`config.mk`:
```
export PLATFORM = sky130hd
export DESIGN_NAME = number_sprite_reader_flat
export DESIGN_NICKNAME = d
export VERILOG_FILES = /design/src/rtl/number_sprite_reader_if.sv /design/src/rtl/number_sprite_reader.sv /design/src/flat_wrapper.sv
export SDC_FILE = /design/constraint.sdc
export NUM_CORES = 1
export LEC_CHECK = 0
export CORE_UTILIZATION = 53
export DETAILED_ROUTE_END_ITERATION = 8
export MAX_ROUTING_LAYER = met4
export PLACE_DENSITY_LB_ADDON = 0.15
export SYNTH_ARGS = -nofsm -noshare
export SYNTH_HDL_FRONTEND = slang
export SYNTH_SLANG_ARGS = --single-unit
```
`constraint.sdc`:
```
create_clock -name clk -period 7.4 [get_ports clk]
set_input_delay 1.85 -clock clk [delete_from_list [all_inputs] [get_ports clk]]
set_output_delay 1.85 -clock clk [all_outputs]
set_load 0.05 [all_outputs]
```
`src/rtl/number_sprite_reader_if.sv`:
```
// Scan-position, ROM and pixel-output signals shared between the sprite reader and its neighbours.
// slave is the reader's view; master is the scan source / ROM / colour-mapper side.
interface number_sprite_reader_if #(
  parameter int unsigned ADDR_W = 12
);
  logic              frame_start;
  logic [1:0]        bank_req;
  logic [9:0]        pos_x;
  logic [9:0]        pos_y;
  logic [9:0]        draw_x;
  logic [9:0]        draw_y;
  logic              pix_valid;
  logic [1:0]        rom_state;
  logic [ADDR_W-1:0] rom_addr;
  logic [3:0]        rom_data;
  logic              pix_out_valid;
  logic              is_number;
  logic [3:0]        color_idx;
  logic [1:0]        bank_active;
  logic [11:0]       last_hit_count;

  modport master (
    output frame_start, bank_req, pos_x, pos_y, draw_x, draw_y, pix_valid, rom_data,
    input  rom_state, rom_addr, pix_out_valid, is_number, color_idx, bank_active,
           last_hit_count
  );

  modport slave (
    input  frame_start, bank_req, pos_x, pos_y, draw_x, draw_y, pix_valid, rom_data,
    output rom_state, rom_addr, pix_out_valid, is_number, color_idx, bank_active,
           last_hit_count
  );
endinterface

```
`src/rtl/number_sprite_reader.sv`:
```
// Read-side controller for the 4-bank number sprite ROM: scan position to ROM address, absorbs the
// ROM's registered read latency and emits aligned pixels with a transparency flag.
module number_sprite_reader #(
  parameter int unsigned SPR_W       = 30,
  parameter int unsigned SPR_H       = 120,
  parameter int unsigned ADDR_W      = 12,
  parameter logic [3:0]  TRANSPARENT = 4'h0
) (
  input logic                    clk,
  input logic                    reset,
  number_sprite_reader_if.slave  bus_io
);

  localparam logic [10:0]       SprW11   = 11'(SPR_W);
  localparam logic [10:0]       SprH11   = 11'(SPR_H);
  localparam logic [ADDR_W-1:0] SprWAddr = ADDR_W'(SPR_W);

  typedef enum logic [0:0] {StWaitFrame, StActive} state_e;

  state_e state_q, state_d;
  logic   accept;

  // FSM: state register
  always_ff @(posedge clk) begin
    if (reset) state_q <= StWaitFrame;
    else       state_q <= state_d;
  end

  // FSM: next state
  always_comb begin
    state_d = state_q;
    unique case (state_q)
      StWaitFrame: if (bus_io.frame_start) state_d = StActive;
      StActive:    state_d = StActive;
      default:     state_d = StWaitFrame;
    endcase
  end

  // FSM: outputs
  always_comb begin
    accept = 1'b0;
    unique case (state_q)
      StWaitFrame: accept = 1'b0;
      StActive:    accept = bus_io.pix_valid;
      default:     accept = 1'b0;
    endcase
  end

  // Stage 0: bounds check in 11 bits so sprites near column/row 1023 cannot wrap into a hit.
  logic [10:0]       x_end, y_end;
  logic [9:0]        rel_x, rel_y;
  logic              hit0;
  logic [ADDR_W-1:0] addr0;

  always_comb begin
    x_end = {1'b0, bus_io.pos_x} + SprW11;
    y_end = {1'b0, bus_io.pos_y} + SprH11;
    hit0  = (bus_io.draw_x >= bus_io.pos_x) && ({1'b0, bus_io.draw_x} < x_end) &&
            (bus_io.draw_y >= bus_io.pos_y) && ({1'b0, bus_io.draw_y} < y_end);
    rel_x = bus_io.draw_x - bus_io.pos_x;
    rel_y = bus_io.draw_y - bus_io.pos_y;
    addr0 = hit0 ? (ADDR_W'(rel_y) * SprWAddr + ADDR_W'(rel_x)) : '0;
  end

  // Stage 1 / stage 2 pipeline registers
  logic [ADDR_W-1:0] rom_addr_q;
  logic [1:0]        rom_state_q;
  logic              valid1_q, hit1_q, valid2_q, hit2_q;
  logic [1:0]        bank_active_q;

  always_ff @(posedge clk) begin
    if (reset) begin
      rom_addr_q  <= '0;
      rom_state_q <= '0;
      valid1_q    <= 1'b0;
      hit1_q      <= 1'b0;
      valid2_q    <= 1'b0;
      hit2_q      <= 1'b0;
    end else begin
      if (accept) begin
        rom_addr_q  <= addr0;
        rom_state_q <= bank_active_q;
        hit1_q      <= hit0;
      end
      valid1_q <= accept;
      valid2_q <= valid1_q;
      hit2_q   <= hit1_q;
    end
  end

  logic is_number, emit;

  always_comb begin
    is_number = valid2_q && hit2_q && (bus_io.rom_data != TRANSPARENT);
    emit      = is_number;
  end

  // Frame bookkeeping; a pixel emitted alongside frame_start belongs to the new frame.
  logic [11:0] hit_cnt_q, hit_cnt_d, last_hit_q;

  always_comb begin
    hit_cnt_d = hit_cnt_q;
    if (bus_io.frame_start)           hit_cnt_d = emit ? 12'd1 : 12'd0;
    else if (emit && hit_cnt_q != '1) hit_cnt_d = hit_cnt_q + 12'd1;
  end

  always_ff @(posedge clk) begin
    if (reset) begin
      hit_cnt_q     <= '0;
      last_hit_q    <= '0;
      bank_active_q <= '0;
    end else begin
      hit_cnt_q <= hit_cnt_d;
      if (bus_io.frame_start) begin
        last_hit_q    <= hit_cnt_q;
        bank_active_q <= bus_io.bank_req;
      end
    end
  end

  assign bus_io.rom_addr       = rom_addr_q;
  assign bus_io.rom_state      = rom_state_q;
  assign bus_io.pix_out_valid  = valid2_q;
  assign bus_io.is_number      = is_number;
  assign bus_io.color_idx      = is_number ? bus_io.rom_data : 4'h0;
  assign bus_io.bank_active    = bank_active_q;
  assign bus_io.last_hit_count = last_hit_q;

endmodule
```
`src/flat_wrapper.sv`:
```
// flat-port wrapper written by rule: the top's interface ports become plain ports
module number_sprite_reader_flat 
#(
  parameter int unsigned SPR_W       = 30,
  parameter int unsigned SPR_H       = 120,
  parameter int unsigned ADDR_W      = 12,
  parameter logic [3:0]  TRANSPARENT = 4'h0
)
  (clk, reset, bus_io_frame_start, bus_io_bank_req, bus_io_pos_x, bus_io_pos_y, bus_io_draw_x, bus_io_draw_y, bus_io_pix_valid, bus_io_rom_data, bus_io_rom_state, bus_io_rom_addr, bus_io_pix_out_valid, bus_io_is_number, bus_io_color_idx, bus_io_bank_active, bus_io_last_hit_count);
  number_sprite_reader_if #(.ADDR_W(ADDR_W)) bus_io_i ();
  input logic clk;
  input logic reset;
  input wire logic [$bits(bus_io_i.frame_start)-1:0] bus_io_frame_start;
  input wire logic [$bits(bus_io_i.bank_req)-1:0] bus_io_bank_req;
  input wire logic [$bits(bus_io_i.pos_x)-1:0] bus_io_pos_x;
  input wire logic [$bits(bus_io_i.pos_y)-1:0] bus_io_pos_y;
  input wire logic [$bits(bus_io_i.draw_x)-1:0] bus_io_draw_x;
  input wire logic [$bits(bus_io_i.draw_y)-1:0] bus_io_draw_y;
  input wire logic [$bits(bus_io_i.pix_valid)-1:0] bus_io_pix_valid;
  input wire logic [$bits(bus_io_i.rom_data)-1:0] bus_io_rom_data;
  output wire logic [$bits(bus_io_i.rom_state)-1:0] bus_io_rom_state;
  output wire logic [$bits(bus_io_i.rom_addr)-1:0] bus_io_rom_addr;
  output wire logic [$bits(bus_io_i.pix_out_valid)-1:0] bus_io_pix_out_valid;
  output wire logic [$bits(bus_io_i.is_number)-1:0] bus_io_is_number;
  output wire logic [$bits(bus_io_i.color_idx)-1:0] bus_io_color_idx;
  output wire logic [$bits(bus_io_i.bank_active)-1:0] bus_io_bank_active;
  output wire logic [$bits(bus_io_i.last_hit_count)-1:0] bus_io_last_hit_count;
  assign bus_io_i.frame_start = bus_io_frame_start;
  assign bus_io_i.bank_req = bus_io_bank_req;
  assign bus_io_i.pos_x = bus_io_pos_x;
  assign bus_io_i.pos_y = bus_io_pos_y;
  assign bus_io_i.draw_x = bus_io_draw_x;
  assign bus_io_i.draw_y = bus_io_draw_y;
  assign bus_io_i.pix_valid = bus_io_pix_valid;
  assign bus_io_i.rom_data = bus_io_rom_data;
  assign bus_io_rom_state = bus_io_i.rom_state;
  assign bus_io_rom_addr = bus_io_i.rom_addr;
  assign bus_io_pix_out_valid = bus_io_i.pix_out_valid;
  assign bus_io_is_number = bus_io_i.is_number;
  assign bus_io_color_idx = bus_io_i.color_idx;
  assign bus_io_bank_active = bus_io_i.bank_active;
  assign bus_io_last_hit_count = bus_io_i.last_hit_count;
  number_sprite_reader #(.SPR_W(SPR_W), .SPR_H(SPR_H), .ADDR_W(ADDR_W), .TRANSPARENT(TRANSPARENT)) u_core (.clk(clk), .reset(reset), .bus_io(bus_io_i));
endmodule
```
==> metrics.txt <==
# Post-CTS Setup Buffers=0; Final Core Density=0.689; via count=approximately 3800; Post-Synth XOR/XNOR Area=0.114; most frequently used flop master after synthesis=dfxtp_1; asr flop ratio synth=0; main combinational cell family by area after synthesis=adder cells; register area share after synthesis=0.209; Routed met2 length=around 4.5 mm; Pins Over Slew Limit=0; top sig layer=met4; Metal-1 WL=just over 4 mm; period utilization=0.927; post-cts sizing count=0; post-synth cell types=62; minimum clock period=6.86 ns; CP max stage delay=just over 0.5 ns; Die Span Y=between 90 and 100 microns; CP Max Fanout=6; die footprint=between 8000 and 9000 sq um; crit path DAT=between 7 and 8 ns; die width=92.2 microns; Worst Tran Pin Value=~0.8 ns; #FFs+latches synth=45; Slowest-stage cell, CP=fa_1; Initial Util=0.553; net count after synthesis=~630; clock skew=roughly 0.0084 ns; adder-cell share of the synthesized area=0.237; drt total wl=between 9 and 10 mm; most common cell after layout, fill and taps aside=clkdlybuf4s50_1; Nets=720; total length of routed met3 wires=around 330 microns; GRT overflow=0; total power=approximately 0.0019 W; Core Region=7810 sq um; largest net degree at the start of global routing=29; hold-fix buffers at CTS=0; DRC=0; Worst EP required=~7.6 ns; Bufs on Longest Clock Path=2; max-cap viol count=0; CTS HTree Levels=2; most frequent cells in the layout=clkdlybuf4s50_1, ha_1, inv_1, nor2_1, dfxtp_1; GP Congestion=0.888; Layout area overhead=24.7%; Crit path max-delay family=adder cells; Vias/cell=~5.4; Worst Hold Class=reg2reg; layout cells sized above 1=0.0486; IO Port Bufs=a little over 80; initial antenna violation count=0; f_max=146 MHz; row cnt=32; DPL Wire Length=between 7 and 8 mm; Compound-Gate Fraction of Synth Area=0.163; filler instances=670; top-area cell type share of the netlist area=0.209; Syn Inst Count=510; cell accounting for the most synthesized area=dfxtp_1; final setup TNS=0 ns; Setup crit end kind=flop; maximum VDD drop=0.000304 V; I/O Pins=84; status=finished, final reports clean; Worst-Skew Late Latency=roughly 0.30 ns; 1st-iter DRT viols=between 100 and 150; Syn Std Cell Area=roughly 4300 sq um; first-pass GRT wire length=roughly 16 mm; cts bufs inserted=5; mux cell area share after synthesis=0.0371; Routed wire per std cell=about 13 microns; vias in the first global route=between 3000 and 4000; ANT nets after route=0; hold violation count in the final report=0; Yosys Warn Count=0; # diodes=0; RSZ-0062 raised after global routing=false; CP Launch Type=input port; GRT Total Usage=0.227; EDFF count, synth=0; Max-slew headroom=0.461; Worst Path Buf+Inv=3; Pleak=2.36 nW; critical path type=in2reg; TritonCTS clock tree=done; post-synthesis simple-gate area fraction=0.185; clk slew on worst S/H paths=about 0.070 ns; first drt pass iteration count=4; top post-synthesis cells by area=dfxtp_1, ha_1, xnor2_1; pwr/cell area=between 300 and 400 nW/um^2; syn avg cell area=roughly 8.5 sq um; Sink Count=between 40 and 50; CTS root buffer=clkbuf_8; Setup-failing EPs final=0; Worst R2R Setup Slack=~5.2 ns
-- final cells by class --
class	count	area (sq um)	area share
Clock buffer	5	68.8	0.0128
Clock inverter	2	35.0	0.00651
Inverter	56	210	0.0391
Multi-Input combinational cell	402	3180	0.590
Sequential cell	45	901	0.167
Tap cell	102	128	0.0237
Timing Repair Buffer	87	861	0.160
-- cell usage after synthesis, types with 2 or more instances --
master	n
nor2_1	55
nand4_1	7
o41ai_1	3
nor2b_1	6
dfxtp_1	45
maj3_1	2
o31ai_1	2
nand3_1	13
xnor2_1	31
a21oi_1	20
a21boi_0	4
mux2i_1	16
inv_1	56
a31oi_1	3
or3_1	3
nand3b_1	2
ha_1	61
nor3_1	11
o211ai_1	5
nor3_4	2
o21ai_0	24
a21o_1	8
xor2_1	19
and3_1	9
a22o_1	7
a211oi_1	4
nand2_1	27
a221oi_2	2
or2_2	3
fa_1	12
clkbuf_1	7
nor4_1	7
nand2b_1	5
-- registers in the layout, summed over array words and instances (netlist names) --
register	cells
u_core.bus_io.pix_out_valid	1
u_core.state_q	1
u_core.hit2_q	1
u_core.hit1_q	1
u_core.bus_io.rom_addr	12
u_core.bus_io.last_hit_count	12
u_core.bus_io.bank_active	2
u_core.bus_io.rom_state	2
u_core.valid1_q	1
u_core.hit_cnt_q	12
-- through the flow --
stage               hold WS (ns)  setup WS (ns)  instance area (sq um)  cells
finish                     0.463          0.540                   5380    699
global route               0.480          0.205                   5380    699
CTS                        0.462          0.550                   5380    699
detailed placement         0.439          0.226                   5280    692
global placement           0.418          0.467                   5280    692
floorplan                  0.414           1.14                   4310    510
-- metal layers --
| layer | vias to the layer above | global-route usage |
|---|---|---|
| li1 | 1956 | - |
| met1 | 1741 | 0.280 |
| met2 | 80 | 0.397 |
| met3 | 6 | 0.0216 |
| met4 | 0 | 0.0599 |
| met5 | - | - |
-- cells by family (layout without fill, tap and decap cells) --
kind of cell	count (synthesis)	in the layout
adders and majority gates	75	75
buffers and inverters	63	150
muxes	16	16
DFF	45	45
xor gates and xnor gates	53	53
AOI/OAI and AO/OA	100	100
and+or+nand+nor	158	158
-- path summary, 6_finish.rpt --
kind | cells after the start | end | start
min reg2reg | 2 | u_core.bus_io.rom_state[1] | u_core.bus_io.rom_state[1]
max | 25 | u_core.bus_io.rom_addr[11] | bus_io_pos_y[1]
min | 2 | u_core.bus_io.rom_state[1] | u_core.bus_io.rom_state[1]
max reg2reg | 8 | u_core.hit_cnt_q[10] | u_core.hit_cnt_q[0]
-- report_power, final --
| group | switching [W] | total [W] | internal (W) |
|---|---|---|---|
| clock network | 0.0000800 | 0.000178 | 0.0000982 |
| registers | 0.00000331 | 0.000250 | 0.000247 |
| logic | 0.000755 | 0.00145 | 0.000695 |
-- worst reg2reg max path: stages (launching register included) --
cell and delay [ns]:
dfxtp_1 0.36, ha_1 0.24, nand2_1 0.07, nor2_1 0.10, and3_1 0.21, nor3_1 0.62
nand4_1 0.24, xor2_1 0.19, nor2_1 0.05
Note: power is estimated with default switching activity, not from simulation.
